$ cat src/rtl/bus_arbiter.sv
// ============================================================================
//  Module   : bus_arbiter
//  Purpose  : Round-robin arbiter/sequencer driving the one-hot gate select
//             of the shared 16-bit datapath bus (PC, ALU, MARMUX, MDR).
//  Options  : BUS_ARB_TIMEOUT_EN - revoke a grant after MAX_HOLD cycles.
//  Revision : 1.0 - initial release
// ============================================================================
`default_nettype none

module bus_arbiter #(
    parameter int MAX_HOLD = 16
) (
    input  logic       Clk,
    input  logic       Reset,
    input  logic [3:0] req,
    output logic [3:0] select_1hot,
    output logic       bus_busy,
    output logic [1:0] owner_id,
    output logic       timeout_err
);

    typedef enum logic [0:0] {
        S_IDLE  = 1'b0,
        S_GRANT = 1'b1
    } state_t;

    state_t     state_q, state_d;
    logic [3:0] sel_q, sel_d;
    logic       busy_q, busy_d;
    logic [1:0] owner_q, owner_d;
    logic [1:0] rr_q, rr_d;

    // Empty on legal values; an out-of-range MAX_HOLD elaborates nothing odd
    // but keeps the parameter referenced in builds without the timeout.
    if (MAX_HOLD < 2 || MAX_HOLD > 255) begin : g_max_hold_out_of_range
    end

`ifdef BUS_ARB_TIMEOUT_EN
    logic [7:0] hold_q, hold_d;
    logic       terr_q, terr_d;
`endif

    // Round-robin winner: first asserted request scanning upward from rr.
    logic [1:0] win;
    logic [1:0] idx;
    logic       found;

    always_comb begin
        win   = rr_q;
        idx   = 2'd0;
        found = 1'b0;
        for (int i = 0; i < 4; i++) begin
            idx = rr_q + 2'(i);
            if (!found && req[idx]) begin
                win   = idx;
                found = 1'b1;
            end
        end
    end

    always_comb begin
        state_d = state_q;
        sel_d   = sel_q;
        busy_d  = busy_q;
        owner_d = owner_q;
        rr_d    = rr_q;
`ifdef BUS_ARB_TIMEOUT_EN
        hold_d  = hold_q;
        terr_d  = 1'b0;
`endif
        case (state_q)
            S_IDLE: begin
                sel_d  = 4'b0000;
                busy_d = 1'b0;
                if (|req) begin
                    state_d = S_GRANT;
                    sel_d   = 4'b0001 << win;
                    busy_d  = 1'b1;
                    owner_d = win;
`ifdef BUS_ARB_TIMEOUT_EN
                    hold_d  = 8'd1;
`endif
                end
            end
            S_GRANT: begin
                if (!req[owner_q]) begin
                    state_d = S_IDLE;
                    sel_d   = 4'b0000;
                    busy_d  = 1'b0;
                    rr_d    = owner_q + 2'd1;
                end
`ifdef BUS_ARB_TIMEOUT_EN
                else if (hold_q >= 8'(MAX_HOLD)) begin
                    state_d = S_IDLE;
                    sel_d   = 4'b0000;
                    busy_d  = 1'b0;
                    rr_d    = owner_q + 2'd1;
                    terr_d  = 1'b1;
                end else begin
                    hold_d  = hold_q + 8'd1;
                end
`endif
            end
            default: begin
                state_d = S_IDLE;
                sel_d   = 4'b0000;
                busy_d  = 1'b0;
            end
        endcase
    end

    always_ff @(posedge Clk) begin
        if (Reset) begin
            state_q <= S_IDLE;
            sel_q   <= 4'b0000;
            busy_q  <= 1'b0;
            owner_q <= 2'd0;
            rr_q    <= 2'd0;
        end else begin
            state_q <= state_d;
            sel_q   <= sel_d;
            busy_q  <= busy_d;
            owner_q <= owner_d;
            rr_q    <= rr_d;
        end
    end

`ifdef BUS_ARB_TIMEOUT_EN
    always_ff @(posedge Clk) begin
        if (Reset) begin
            hold_q <= 8'd0;
            terr_q <= 1'b0;
        end else begin
            hold_q <= hold_d;
            terr_q <= terr_d;
        end
    end

    assign timeout_err = terr_q;
`else
    assign timeout_err = 1'b0;
`endif

    assign select_1hot = sel_q;
    assign bus_busy    = busy_q;
    assign owner_id    = owner_q;

endmodule

`default_nettype wire

$ cat config.mk
export PLATFORM = sky130hd
export DESIGN_NAME = bus_arbiter
export DESIGN_NICKNAME = d
export VERILOG_FILES = /design/src/rtl/bus_arbiter.sv
export SDC_FILE = /design/constraint.sdc
export NUM_CORES = 1
export LEC_CHECK = 0
export BUFFER_PORTS_ARGS = -buffer_cell sky130_fd_sc_hd__buf_2
export CORE_AREA = 2 2 39 41
export CTS_CLUSTER_DIAMETER = 30
export DETAILED_ROUTE_END_ITERATION = 16
export DIE_AREA = 0 0 41 43
export PLACE_DENSITY = 0.66
export SETUP_SLACK_MARGIN = 0.02
export SLEW_MARGIN = 5
export SYNTH_ARGS = -nofsm -noshare
export SYNTH_HDL_FRONTEND = slang
export SYNTH_SLANG_ARGS = --single-unit
$ cat constraint.sdc
create_clock -name Clk -period 2.3 [get_ports Clk]
set_input_delay 0.345 -clock Clk [delete_from_list [all_inputs] [get_ports Clk]]
set_output_delay 0.345 -clock Clk [all_outputs]
set_load 0.005 [all_outputs]
==> results of run 1 <==
[registers in the layout, summed over array words and instances (netlist names)]
| signal | cells |
|---|---|
| rr_q | 2 |
| owner_id | 2 |
| select_1hot | 4 |
| state_q | 1 |
| bus_busy | 1 |
[report_power, final]
group | total (mW) | switching [mW] | internal [mW]
registers | 0.198 | 0.0121 | 0.186
clock network | 0.157 | 0.0608 | 0.0962
logic | 0.0775 | 0.0395 | 0.0380
[Yosys cell counts, types with 2 or more instances]
master	n	share of area, %
mux2i_1	2	3.9
nand2_1	6	4.4
nor2_1	11	8.1
dfxtp_1	10	39
nand3b_1	2	2.9
a21oi_1	7	6.9
nor2b_1	2	2.5
[final timing paths]
check                         to  slack (ps)            from  depth (start not counted)
hold reg to reg   select_1hot[0]         450  select_1hot[0]                          2
hold / removal           rr_q[0]         370           Reset                          2
setup reg to reg         rr_q[0]         710     owner_id[0]                          4
setup / recovery         rr_q[0]         710     owner_id[0]                          4
[kinds of logic (layout without fill, tap and decap cells)]
family	after synthesis	after routing	synth area share, %
other	1	1	0.736
xor gates and xnor gates	1	1	1.72
muxes	3	3	8.35
DFF	10	10	39.3
and+or+nand+nor	29	29	29.7
buffers and inverters	3	16	2.95
AOI/OAI and AO/OA	13	13	17.2
[cells in the final DEF, fill, tap and decap left out, types with 2 or more instances in the layout]
cell and instances:
buf_2 12, dfxtp_1 10, nand3b_1 2, a21oi_1 7, nor2b_1 2, nor2_1 11
clkbuf_4 3, mux2i_1 2, nand2_1 6
[through the flow]
stage | setup slack (ps) | hold slack (ps)
2_1_floorplan | 780 | 448
3_3_place_gp | 731 | 439
3_5_place_dp | 680 | 448
4_1_cts | 718 | 362
5_1_grt | 593 | 387
6_report | 713 | 366
[worst register-to-register path, cell delays in order (launching register included)]
cell	delay (ps)
dfxtp_1	440
mux4_2	550
nand2b_1	210
or2_0	210
a21oi_1	110
[layer usage]
layer | part of all wire [%] | track usage (%)
met5 | 0 | 0
met4 | 1.7 | 8.00
met3 | 4.3 | 1.57
met2 | 45 | 17.8
met1 | 49 | 18.1
[area by class of cell]
type / count / area share [%]
multi-input cells: 47 / 48.2
flip-flops and latches: 10 / 32.8
repair buffers: 12 / 9.84
clock buffers: 4 / 5.94
well taps: 16 / 3.28
==> impl_metrics.toml, run 1 <==
[run_status]
status = "completed"

[timing]
min_period_ps = 1590
relSlewSlack_pct = 65.1
finalSetupTns_ps = 0
rsz0062_at_grt = "false"
finalSetupViolations = 0
min_period_over_period_pct = 69.0
fmax_mhz = 630
final-max-slew-violation-count = 0
tightestPinTransition_ps = 522
finalHoldViolations = 0
fin_skew_ps = 4.13

[logic_synthesis]
ys_warn_count = 0
ys_types = 27
synth_flop_cell = "dfxtp_1"
synth_area_sq_um = 509
synth.avg_cell_area_sq_um = 8.49
synth-seq-cells = 10
synth_nets = 66
async_reset_ff_share_pct = 0
synth-seq-area-share_pct = 39.3
syn-instance-count = 60
synth_edf_count = 0

[layout]
antennaDiodeCount = 0
nets = 80
drive_above_1_share_pct = 27.4
finalNonFillerCells = 89
area_growth_pct = 19.9
fin_area_sq_um = 611
utilization_pct = 44.1
fill_cells = 151
multi_input_area_sq_um = 294
seqCellArea_sq_um = 200

[power]
power_mw = 0.433
vdd_drop_max_mv = 0.295
powerDensity_nw_per_um2 = 709
power_leakage_nw = 0.265

[route]
wl_per_cell_microns = 11.0
avgViaCountPerCell = 5.16
drc = 0
wl_microns = 977
num_vias = 459
drtPass1Iterations = 4
first_iter_violations = 14
postRouteAntennaNets = 0

[global_routing]
grt_pass1_vias = 372
gr-total-overflow = 0
track_usage_pct = 12.8
antenna_found_initial = 0
grt_max_degree = 11
grt_pass1_wl_mm = 1.55

[clocking]
path_clk_slew_ps = 60
cts_tree = "done"
cts_hold_buf = 0
cts_setup_buffers = 0
h-tree-depth = 1
clockBufferDepth = 2
clockRootBuffer = "clkbuf_4"
clkLatencyLatePin_ps = 270
cts-buffers-inserted = 3
cts_resized = 0
clock-sinks = 10

[floorplan]
die_h_microns = 43
rows = 14
initial_utilization_pct = 36.8
io_pins = 14
die_w_microns = 41
die_area_sq_um = 1760
fp.coreArea_sq_um = 1380

[placed_design]
port-buffer-count = 12
place_area_sq_um = 574
dp_cells = 85
routabilityCongestion = 0.680

[worst_setup_path]
critPathMaxFanout = 5
cp_slowest_cell = "mux4_2"
cp_cell_sequence = "mux4_2 > nand2b_1 > or2_0 > a21oi_1"
crit_family = "multiplexers"
crit_type = "reg2reg"
max_stage_delay_ps = 550
worstSetupStartpointType = "flop"
end_kind = "flop"
critPathBufInv = 0
required_ps = 2500
cp.arrival_ps = 1790

[hold_path]
hold_class = "in2reg"

[run]
max_cap_violations = 0
No activity file was read; power rests on OpenSTA's default activity.
==> run 2: changes to the inputs <==
Clock period 2.3 ns to 1.64 ns, I/O delays scaled along.
==> run 2 against run 1 <==
Compared with the run above: critical path depth is the same; critical path type unchanged; global-route usage grew 0.88 points; setup slack lost 560 ps; critical endpoint is now select_1hot[0]; clock-buffer cell count is the same; core utilization grew 0.63 points; fmax grew 6.6%; largest cell class unchanged; worst hold slack lost 96 ps; highest routed layer unchanged; cell area grew 1.4%.
==> impl_metrics.toml, run 2 (same netlist as run 1, synthesis figures left out) <==
[run_status]
status = "completed"

[worst_setup_path]
crit_family = "simple AND/OR/NAND/NOR gates"
cp.arrival_ps = 1690
max_stage_delay_ps = 520
cp_slowest_cell = "or4_1"
critPathBufInv = 0
startpoint = "rr_q[1]"
worstSetupStartpointType = "flop"
required_ps = 1840
crit_type = "reg2reg"
cp_cell_sequence = "nor3_1 > o41ai_2 > or4_1 > a21oi_1"
critPathMaxFanout = 7
r2r-start = "rr_q[1]"
end_kind = "flop"

[floorplan]
die_area_sq_um = 1760
die_h_microns = 43
fp.coreArea_sq_um = 1380
io_pins = 14
initial_utilization_pct = 36.8
die_w_microns = 41
rows = 14

[timing]
min_period_over_period_pct = 90.7
fmax_mhz = 672
finalSetupViolations = 0
final-max-slew-violation-count = 0
rsz0062_at_grt = "false"
finalHoldViolations = 0
fin_skew_ps = 8.51
timing.final.ws_setup_ps = 152
min_period_ps = 1490
finalSetupTns_ps = 0

[layout]
mostFrequentLayoutCells = "buf_2 (12), nor2_1 (11), dfxtp_1 (9)"
final_common_cell = "buf_2"
antennaDiodeCount = 0
largest_register_ffs = 4
fin_area_sq_um = 619
utilization_pct = 44.8
area_growth_pct = 21.6
fill_cells = 150
drive_above_1_share_pct = 30.1
nets = 80

[global_routing]
grt_pass1_vias = 408
antenna_found_initial = 0
grt_max_degree = 11
track_usage_pct = 13.7
grt_pass1_wl_mm = 1.64
gr-total-overflow = 0

[clocking]
clockBufferDepth = 2
path_clk_slew_ps = 70
cts_resized = 0
cts_setup_buffers = 0
clkLatencyLatePin_ps = 270
clockRootBuffer = "clkbuf_4"
h-tree-depth = 1
cts_hold_buf = 0
cts-buffers-inserted = 3
clock-sinks = 10
cts_tree = "done"

[power]
clock_power_share_pct = 36.1
seq_power_share_pct = 45.7
power_leakage_nw = 0.271
power_mw = 0.612
powerDensity_nw_per_um2 = 987
p_sw_share_pct = 25.9
p_sw_mw = 0.159
vdd_drop_max_mv = 0.444
power_frac_comb_pct = 18.2
p_int_mw = 0.453

[route]
drc = 0
highest_layer = "met4"
num_vias = 465
wl_per_cell_microns = 10.8
wl_microns = 958
first_iter_violations = 1
wl_met3_microns = 38
avgViaCountPerCell = 5.22
drtPass1Iterations = 3
postRouteAntennaNets = 0
wl_met1_microns = 460
dr_wl_met2_microns = 443

[placed_design]
dp_hpwl_microns = 728
routabilityCongestion = 0.729
place_area_sq_um = 574
port-buffer-count = 12
pre_cts_slack_ps = 64.5

[hold_path]
hold_class = "in2reg"
timing.hold.worst.start = "Reset"

[run]
max_cap_violations = 0
run 2: path summary, 6_finish.rpt:
path                                  endpoint  cells after the start  slack (ps)
worst max-delay path            select_1hot[0]                      4         150
worst min-delay path            select_1hot[2]                      2         270
worst max register to register  select_1hot[0]                      4         150
worst min register to register  select_1hot[2]                      2         450
run 2: worst register-to-register path, cell delays in order (launching register included):
cell	delay, ps
dfxtp_1	360
nor3_1	260
o41ai_2	150
or4_1	520
a21oi_1	150
run 2: metrics by stage:
stage / hold slack [ps] / cells
final: 269 / 89
after global routing: 289 / 89
after CTS: 261 / 89
after detailed placement: 443 / 85
after global placement: 439 / 85
after floorplan: 448 / 60
run 2: final cells by class:
cell class / instances / area (sq um) / area share (%)
well taps: 16 / 20.0 / 3.23
repair buffers: 12 / 60.1 / 9.70
multi-input cells: 47 / 302 / 48.7
clock buffers: 4 / 36.3 / 5.86
flip-flops and latches: 10 / 201 / 32.5
run 2: power by group through the flow:
| stage | registers [mW] | clock network [mW] | logic (mW) |
|---|---|---|---|
| after global routing | 0.283 | 0.235 | 0.127 |
| after global placement | 0.284 | 0 | 0.108 |
| after floorplan | 0.282 | 0 | 0.0754 |
| after CTS | 0.278 | 0.224 | 0.109 |
| final | 0.279 | 0.221 | 0.111 |
| after detailed placement | 0.284 | 0 | 0.109 |
run 2: routing by layer:
metal	global-route usage (%)	up-vias
met1	17.3	220
li1	-	233
met2	20.3	10
met3	3.14	2
met5	0	-
met4	8.00	0
